<file path="src/rtl/mem_pkg.sv">
// Shared definitions for the burst master, its memory and the bench.
//   MEM_ADDR_W / MEM_DATA_W / MEM_LEN_W : default geometry (32 x 8, 1..8 beats)
//   mem_state_e                         : burst master FSM state encoding
package mem_pkg;

  localparam int unsigned MEM_ADDR_W = 5;
  localparam int unsigned MEM_DATA_W = 8;
  localparam int unsigned MEM_LEN_W  = 3;

  typedef enum logic [1:0] {
    ST_IDLE  = 2'd0,
    ST_WRITE = 2'd1,
    ST_READ  = 2'd2,
    ST_DRAIN = 2'd3
  } mem_state_e;

endpackage

</file>
<file path="src/rtl/mem_burst_master.sv">
// Burst master: accepts one read or write burst command at a time and
// sequences it onto a single-port synchronous memory.
//   clk, rst_n                      : clock, synchronous active-low reset
//   cmd_valid/cmd_ready/cmd_write/cmd_addr/cmd_len : burst command handshake
//   wr_valid/wr_ready/wr_data       : write beats, consumed only in WRITE
//   rd_valid/rd_data                : read beats, no backpressure
//   done                            : one-cycle burst-complete pulse
//   mem_write/mem_read/mem_addr/mem_data_in/mem_data_out : memory side
module mem_burst_master
  import mem_pkg::*;
#(
  parameter int unsigned ADDR_W = MEM_ADDR_W,
  parameter int unsigned DATA_W = MEM_DATA_W,
  parameter int unsigned LEN_W  = MEM_LEN_W
) (
  input  logic              clk,
  input  logic              rst_n,
  input  logic              cmd_valid,
  output logic              cmd_ready,
  input  logic              cmd_write,
  input  logic [ADDR_W-1:0] cmd_addr,
  input  logic [LEN_W-1:0]  cmd_len,
  input  logic              wr_valid,
  output logic              wr_ready,
  input  logic [DATA_W-1:0] wr_data,
  output logic              rd_valid,
  output logic [DATA_W-1:0] rd_data,
  output logic              done,
  output logic              mem_write,
  output logic              mem_read,
  output logic [ADDR_W-1:0] mem_addr,
  output logic [DATA_W-1:0] mem_data_in,
  input  logic [DATA_W-1:0] mem_data_out
);

  mem_state_e        state_q, state_d;
  logic [ADDR_W-1:0] addr_q, addr_d;
  logic [LEN_W-1:0]  len_q, len_d;
  logic [LEN_W-1:0]  beat_q, beat_d;
  logic              done_q, done_d;
  logic              rd_pend_q, rd_pend_d;   // memory data returns next cycle
  logic              rd_valid_q, rd_valid_d;
  logic [DATA_W-1:0] rd_data_q, rd_data_d;

  // State and datapath registers
  always_ff @(posedge clk) begin
    if (!rst_n) begin
      state_q    <= ST_IDLE;
      addr_q     <= '0;
      len_q      <= '0;
      beat_q     <= '0;
      done_q     <= 1'b0;
      rd_pend_q  <= 1'b0;
      rd_valid_q <= 1'b0;
      rd_data_q  <= '0;
    end else begin
      state_q    <= state_d;
      addr_q     <= addr_d;
      len_q      <= len_d;
      beat_q     <= beat_d;
      done_q     <= done_d;
      rd_pend_q  <= rd_pend_d;
      rd_valid_q <= rd_valid_d;
      rd_data_q  <= rd_data_d;
    end
  end

  // Next-state and memory strobe logic
  always_comb begin
    state_d     = state_q;
    addr_d      = addr_q;
    len_d       = len_q;
    beat_d      = beat_q;
    done_d      = 1'b0;
    rd_pend_d   = 1'b0;
    rd_valid_d  = rd_pend_q;
    rd_data_d   = rd_pend_q ? mem_data_out : rd_data_q;
    cmd_ready   = 1'b0;
    wr_ready    = 1'b0;
    mem_write   = 1'b0;
    mem_read    = 1'b0;
    mem_data_in = '0;

    unique case (state_q)
      ST_IDLE: begin
        cmd_ready = 1'b1;
        if (cmd_valid) begin
          addr_d  = cmd_addr;
          len_d   = cmd_len;
          beat_d  = '0;
          state_d = cmd_write ? ST_WRITE : ST_READ;
        end
      end
      ST_WRITE: begin
        wr_ready = 1'b1;
        if (wr_valid) begin
          mem_write   = 1'b1;
          mem_data_in = wr_data;
          addr_d      = ADDR_W'(addr_q + 1'b1);
          beat_d      = LEN_W'(beat_q + 1'b1);
          if (beat_q == len_q) begin
            state_d = ST_IDLE;
            done_d  = 1'b1;
          end
        end
      end
      ST_READ: begin
        mem_read  = 1'b1;
        rd_pend_d = 1'b1;
        addr_d    = ADDR_W'(addr_q + 1'b1);
        beat_d    = LEN_W'(beat_q + 1'b1);
        if (beat_q == len_q) begin
          state_d = ST_DRAIN;
        end
      end
      ST_DRAIN: begin
        // Last read is in flight; done lands with its rd_valid.
        if (rd_pend_q) begin
          state_d = ST_IDLE;
          done_d  = 1'b1;
        end
      end
      default: state_d = ST_IDLE;
    endcase
  end

  assign mem_addr = addr_q;
  assign done     = done_q;
  assign rd_valid = rd_valid_q;
  assign rd_data  = rd_data_q;

endmodule

</file>
<file path="config.mk">
export PLATFORM = sky130hd
export DESIGN_NAME = mem_burst_master
export DESIGN_NICKNAME = d
export VERILOG_FILES = /design/src/rtl/mem_pkg.sv /design/src/rtl/mem_burst_master.sv
export SDC_FILE = /design/constraint.sdc
export NUM_CORES = 1
export LEC_CHECK = 0
export BUFFER_PORTS_ARGS = -buffer_cell sky130_fd_sc_hd__buf_2
export CORE_MARGIN = 4
export CORE_UTILIZATION = 50
export DETAILED_ROUTE_END_ITERATION = 12
export HOLD_SLACK_MARGIN = 0.06
export PLACE_DENSITY = 0.84
export SLEW_MARGIN = 20
export SYNTH_ARGS = -nofsm -noshare
export SYNTH_HDL_FRONTEND = slang
export SYNTH_SLANG_ARGS = --single-unit
export TNS_END_PERCENT = 30
</file>
<file path="constraint.sdc">
create_clock -name clk -period 2.9 [get_ports clk]
set_input_delay 0.58 -clock clk [delete_from_list [all_inputs] [get_ports clk]]
set_output_delay 0.58 -clock clk [all_outputs]
set_load 0.05 [all_outputs]
</file>
==> metrics.md, run 1 <==
| Metric | Value |
|---|---|
| Status | finished, final reports clean |
| Final Hold Vio Count | 0 |
| Std-Cell Rows | 18 |
| Leakage | a little over 0.8 nW |
| Clk buf depth | 2 |
| First DRT Iteration DRCs | 38 |
| Hpwl dp | 2251 um |
| R2R cell count | 6 |
| Postcts setup bufs | 0 |
| FF+latch area | just under 500 um^2 |
| Tightest Pin Transition | 550.5 ps |
| Residual DRC | 0 |
| RSZ-0062 raised after global routing | false |
| Delay-heaviest family, CP | flip-flops |
| Final WS setup | a little over 700 ps |
| Setup_tns | 0 ps |
| Pwr/cell area | 966.2 nW/um^2 |
| # port buffers | 55 |
| TritonCTS clock tree | built |
| Worst Path Required | about 2300 ps |
| Core area | ~2500 um^2 |
| Total gr overflow | 0 |
| Post-DRT Antenna Nets | 0 |
| Die ar. | about 3400 um^2 |
| GPL Wtd Cong | 0.7136 |
| Vias per std cell | 5.113 |
| Share of layout cells above drive strength 1 | 0.3665 |
| Hold WC Path Type | reg2reg |
| Synth Cell Area | 1274 um^2 |
| Count of cell types in the netlist | 33 |
| Slew HR | 0.6325 |
| First-pass GRT wire length | 4892 um |
| CTS resizes | 0 |
| Filler cells | between 200 and 250 |
| Ys async rst share | 0 |
| Crit Path Category | reg2out |
| Total GRT Usage | 0.1794 |
| Largest net degree at the start of global routing | 26 |
| Layout Skew | approximately 1.2 ps |
| Number of setup violations in the final report | 0 |
| Worst-path fanout max | 12 |
| Post-synth EDFFs | 0 |
| Pre-CTS WS | approximately 1100 ps |
| Hold_sp | len_q[2] |
| Sequential share of the synthesized area | 0.3772 |
| Worst r2r src | state_q[0] |
| Root buf cell | clkbuf_4 |
| Synth Net Count | 175 |
| Final period utilization | 0.7563 |
| Crit end category | output port |
| Clock sink total | 24 |
| Cells on Worst Hold Path | 2 |
| Vias in the first global route | around 1,100 |
| Initial antenna violation count | 0 |
| Worst skew pair latency | 300 ps |
| Starting Density | 0.5189 |
| Crit path time final | 2193 ps |
| Chip height | between 50 and 60 um |
| Ys Warns | 0 |
| Post-synthesis instance total | about 140 |
| CP Launch Type | flop |
| Critical path depth | 4 |
| Final Max Slew Viols | 0 |
| Max stage delay cell, worst path | dfxtp_1 |
| Layout area overhead | 26.13% |
| Fmax | between 400 and 500 MHz |
| ANT cells | 0 |
| Main synth FF type | dfxtp_1 |
| Total power | 1.552 mW |
| CTS Hold Bufs | 0 |
| Wire length per cell | 13.01 um |
| Buf+Inv Stages, Crit Path | 2 |
| Maxcap violations | 0 |
| Crit path from | state_q[1] |
| Critical Path AT | 1610 ps |
| Die X | 58.47 um |
| Critical Path Max Stage Delay | 380 ps |
| Vias after detailed routing | 1,130 |
| TritonRoute pass-1 iters | 4 |
| Nets@finish | 229 |
| H-tree depth | 1 |
| Io pins | 56 |
| TritonCTS Buffers | 3 |
| Avg Cell Area, Syn | 9.230 um^2 |
| CP Cell Sequence | inv_1, ha_1, and3_2, buf_2 |
| Reg clk slew, reported paths | about 130 ps |
| #FFs+latches synth | 24 |
| Area of the multi-input gates | between 700 and 800 um^2 |
| Routed WL | 2875 um |
| Worst VDD drop | slightly above 0.0007 V |
## flip-flops by register name, indices dropped and copies added (netlist names)
signal and count:
beat_q 3, done 1, mem_addr 5, rd_valid 1
rd_data 8, rd_pend_q 1, state_q 2, len_q 3
## worst paths after layout
check	end	slack (ps)
max reg2reg	mem_addr[4]	1070
max	mem_data_in[1]	710
min reg2reg	len_q[2]	500
min	len_q[2]	500
## metrics by stage
stage | instance area (um^2) | std cells | hold WS [ps] | utilization
floorplan | 1274 | 138 | 455.1 | -
global placement | 1554 | 217 | 465.6 | 0.6330
detailed placement | 1554 | 217 | 482.2 | 0.6330
CTS | 1607 | 221 | 501.4 | 0.6544
global route | 1607 | 221 | 512.3 | 0.6544
finish | 1607 | 221 | 496.3 | 0.6544
## layout make-up
type	instances	area share
clock buffer	3	0.01402
multi-input combinational	102	0.4595
timing repair buffer	55	0.1713
sequential	24	0.2991
tap	30	0.02336
inverter	6	0.01402
clock inverter	1	0.01869
## kinds of logic after synthesis
logic type               after synthesis  synth area share
AND/OR/NAND/NOR                       55            0.2574
AO/OA/AOI/OAI                         26            0.1444
flip-flops                            24            0.3772
buffers and inverters                 12           0.04322
multiplexers                          10           0.07859
adder cells (fa/ha/maj)                8           0.07859
XOR/XNOR                               3           0.02063
## layer usage
layer | part of all wire | track usage | up-vias
li1 | - | - | 588
met4 | 0.0056 | 0.03974 | 0
met5 | 0 | 0 | -
met1 | 0.43 | 0.2194 | 503
met2 | 0.48 | 0.3190 | 37
met3 | 0.086 | 0.03947 | 2
## power by group
part / switching [mW] / leakage [nW] / total, mW / internal, mW
clock: 0.0961 / 0.0279 / 0.236 / 0.140
combinational: 0.579 / 0.584 / 0.851 / 0.271
sequential: 0.0687 / 0.196 / 0.466 / 0.397
## synthesized netlist by cell type, types with 2 or more instances
master / n / area (um^2)
nand2_1: 13 / 48.80
o21ai_0: 9 / 45.04
buf_2: 2 / 10.01
clkbuf_1: 3 / 11.26
nand3_1: 7 / 35.03
and2_1: 5 / 31.28
ha_1: 8 / 100.1
a21boi_0: 6 / 45.04
xor2_1: 3 / 26.28
dfxtp_1: 24 / 480.5
a21boi_1: 3 / 22.52
mux2i_1: 10 / 100.1
nor3_1: 2 / 10.01
inv_1: 6 / 22.52
and3_2: 8 / 60.06
nor2b_1: 10 / 62.56
nor2_1: 3 / 11.26
## cell usage in the layout (no fill, tap or decap), drive strengths merged, types with 2 or more instances in the layout
| cell type | count |
|---|---|
| nor2b | 10 |
| nor2 | 3 |
| nand3 | 7 |
| dfxtp | 24 |
| or2b | 2 |
| and3 | 8 |
| buf | 55 |
| nand2 | 13 |
| nor3 | 2 |
| clkbuf | 3 |
| mux2i | 10 |
| xor2 | 3 |
| o21ai | 9 |
| inv | 6 |
| ha | 8 |
| a21boi | 9 |
| and2 | 5 |
## tightest hold or removal path, stage by stage (launching register included)
cell      delay (ps)
dfxtp_1          340
nand2_1           50
a21boi_0          70
Note: power is estimated with default switching activity, not from simulation.
==> inputs of run 2 (changes only) <==
- ABC_AREA: default -> 1
- CORE_UTILIZATION: 50 -> 41
- PLACE_DENSITY: 0.84 -> 0.74
- clock period: 2.9 -> 2 ns (I/O delays scaled with it)
==> run 2 against run 1 <==
Effect of this change: setup slack lost 600 ps; utilization shrank 5.3 points; critical path depth grew 1; flip-flop and latch count is the same; cell count grew 16%; sequential share of layout area shrank 1.4 points; die area grew 15%; critical endpoint is now mem_data_in[5]; largest power group unchanged.
==> metrics.md, run 2 <==
| Metric | Value |
|---|---|
| Tightest Pin Transition | 333.2 ps (was 550.5 ps) |
| # port buffers | 55 (unchanged) |
| CP Launch Type | flop (unchanged) |
| Most numerous cell in the Yosys netlist | nor2_1 (was dfxtp_1) |
| First-pass GRT wire length | 4961 um (was 4892 um) |
| Final WS setup | 102.8 ps (was 706.7 ps) |
| Ys async rst share | 0 (unchanged) |
| TritonCTS clock tree | built (unchanged) |
| Most frequent cells in the layout | buf_2, nand2_1, nor2_1, dfxtp_1, inv_1 (was buf_2, dfxtp_1, nand2_1, mux2i_1, nor2b_1) |
| Filler cells | 261 (was 201) |
| Setup_tns | 0 ps (unchanged) |
| Area of the multi-input gates | 720.7 um^2 (was 738.2 um^2) |
| TritonCTS Buffers | 3 (unchanged) |
| Crit Path Category | reg2out (unchanged) |
| Io pins | 56 (unchanged) |
| GPL Wtd Cong | 0.7917 (was 0.7136) |
| Ys Warns | 0 (unchanged) |
| Post-synthesis instance total | 168 (was 138) |
| Wire length per cell | 11.13 um (was 13.01 um) |
| Post-synthesis compound-gate area fraction | 0.1555 (was 0.1444) |
| Post-synthesis mux area share | 0.008130 (was 0.07859) |
| Pre-CTS WS | 232.0 ps (was 1054 ps) |
| Crit path time final | 1897 ps |
| Reg clk slew, reported paths | 130 ps (about the same) |
| Leakage | 0.8852 nW (was 0.8077 nW) |
| Root buf cell | clkbuf_4 (unchanged) |
| ANT cells | 0 (unchanged) |
| Nets@finish | 263 (was 229) |
| Routed WL | 2850 um (was 2875 um) |
| Crit end category | output port (unchanged) |
| Pwr/cell area | 1368 nW/um^2 (was 966.2 nW/um^2) |
| R2R Setup Slk | 480 ps (was 1070 ps) |
| Clk buf depth | 2 (unchanged) |
| Slew HR | 0.7775 (was 0.6325) |
| Critical Path AT | 1500 ps (was 1610 ps) |
| Worst skew pair latency | 310 ps (was 300 ps) |
| FF+latch area | 481.7 um^2 (was 480.5 um^2) |
| Hold WC Path Type | in2reg (was reg2reg) |
| Total power | 2.309 mW (was 1.552 mW) |
| Total GRT Usage | 0.1545 (was 0.1794) |
| Top area cells in the synthesized netlist | dfxtp_1, nor2_1, nand2_1 (was dfxtp_1, ha_1, mux2i_1) |
| Worst VDD drop | 0.0007745 V (was 0.0007141 V) |
| Final hold slack | 296.3 ps (was 496.3 ps) |
| Worst Path Required | 1600 ps (was 2320 ps) |
| Vias after detailed routing | 1,205 (was 1,130) |
| Synth Net Count | 205 (was 175) |
| Combinational family with the most area after synthesis | simple AND/OR/NAND/NOR gates (unchanged) |
| Largest net degree at the start of global routing | 19 (was 26) |
| Count of cell types in the netlist | 25 (was 33) |
| H-tree depth | 1 (unchanged) |
| Status | finished, final reports clean (unchanged) |
| Maxcap violations | 0 (unchanged) |
| Worst-path fanout max | 10 (was 12) |
| #FFs+latches synth | 24 (unchanged) |
| Post-DRT Antenna Nets | 0 (unchanged) |
| Total gr overflow | 0 (unchanged) |
| Share of layout cells above drive strength 1 | 0.3778 (was 0.3665) |
| Vias in the first global route | 1,158 (was 1,128) |
| Top-area cell type share of the netlist area | 0.3902 (was 0.3772) |
| Synth Cell Area | 1231 um^2 (was 1274 um^2) |
| Post-Synth XOR/XNOR Area | 0.02846 (was 0.02063) |
| Final Hold Vio Count | 0 (unchanged) |
| Main synth FF type | dfxtp_1 (unchanged) |
| Post-synth EDFFs | 0 (unchanged) |
| Residual DRC | 0 (unchanged) |
| Adder-Cell Fraction of Synth Area | 0.08130 (was 0.07859) |
| TritonRoute pass-1 iters | 4 (unchanged) |
| Avg Cell Area, Syn | 7.328 um^2 (was 9.230 um^2) |
| Layout Skew | 1.381 ps (was 1.189 ps) |
| Vias per std cell | 4.707 (was 5.113) |
| Final Max Slew Viols | 0 (unchanged) |
| Fmax | 527.1 MHz |
| Area leader, netlist | dfxtp_1 (unchanged) |
| Hpwl dp | 2231 um (was 2251 um) |
| Final period utilization | 0.9486 |
| Die X | 62.80 um (was 58.47 um) |
| Starting Density | 0.4389 (was 0.5189) |
| Core area | 2805 um^2 (was 2455 um^2) |
| First DRT Iteration DRCs | 23 (was 38) |
| Layout area overhead | 37.09% (was 26.13%) |
| Die ar. | 3944 um^2 (was 3419 um^2) |
| Flip-flop count of the largest register after layout | 8 (unchanged) |
| Simple-gate share of the synthesized area | 0.2480 (was 0.2574) |
| Sequential share of the synthesized area | 0.3902 (was 0.3772) |
| Clock sink total | 24 (unchanged) |
| RSZ-0062 raised after global routing | false (unchanged) |
| Post-synth top cells | nor2_1, nand2_1, dfxtp_1, inv_1, a21oi_1 (was dfxtp_1, nand2_1, mux2i_1, nor2b_1, o21ai_0) |
| Std-Cell Rows | 19 (was 18) |
| Chip height | 62.80 um (was 58.47 um) |
| Number of setup violations in the final report | 0 (unchanged) |
| Initial antenna violation count | 0 (unchanged) |
| Most common cell after layout, fill and taps aside | buf_2 (unchanged) |
| Postcts setup bufs | 0 (unchanged) |
-- run 2: timing repair --
item / 4_1_cts / 5_1_grt
setup endpoints to repair: 9 / 9
gates resized for setup: 9 / 3
hold buffers: 0 / 0
-- run 2: metrics by stage --
stage | instance area [um^2] | util | std cells
6_report | 1688 | 0.6017 | 256
5_1_grt | 1688 | 0.6017 | 256
4_1_cts | 1675 | 0.5972 | 256
3_5_place_dp | 1598 | 0.5696 | 252
3_3_place_gp | 1598 | 0.5696 | 252
2_1_floorplan | 1296 | - | 168
-- run 2: worst paths after layout --
path	startpoint	to	cells past startpoint
min	mem_data_out[3]	rd_data[3]	3
max	state_q[1]	mem_data_in[5]	5
min reg2reg	len_q[1]	len_q[1]	2
max reg2reg	state_q[0]	beat_q[2]	7
-- run 2: worst max-delay path: stages, from the launching register on --
cell and delay (ps):
dfxtp_2 370, inv_1 100, ha_2 270, nand2_8 130, nor2_4 110, buf_4 200
-- run 2: cell families after synthesis --
logic type	Yosys count
DFF	24
adders and majority gates	8
muxes	1
and+or+nand+nor	71
xor gates and xnor gates	4
buffers and inverters	27
AOI/OAI and AO/OA	33
-- run 2: where the power goes --
part           total (mW)  switching, mW  leakage, nW  internal [mW]
clock               0.349          0.147       0.0279          0.203
combinational        1.26          0.880        0.660          0.379
sequential          0.701          0.104        0.197          0.597
-- run 2: layout make-up --
| class | count | share of cell area |
|---|---|---|
| Timing Repair Buffer | 55 | 0.1764 |
| Sequential cell | 24 | 0.2854 |
| Tap cell | 31 | 0.02298 |
| Multi-Input combinational cell | 117 | 0.4270 |
| Clock buffer | 3 | 0.01334 |
| Inverter | 25 | 0.05708 |
| Clock inverter | 1 | 0.01779 |
-- run 2: per-layer routing --
metal | share of wire | track usage
met5 | 0 | 0
met4 | 0.0067 | 0.03306
met3 | 0.054 | 0.04676
met2 | 0.48 | 0.2676
met1 | 0.46 | 0.1877
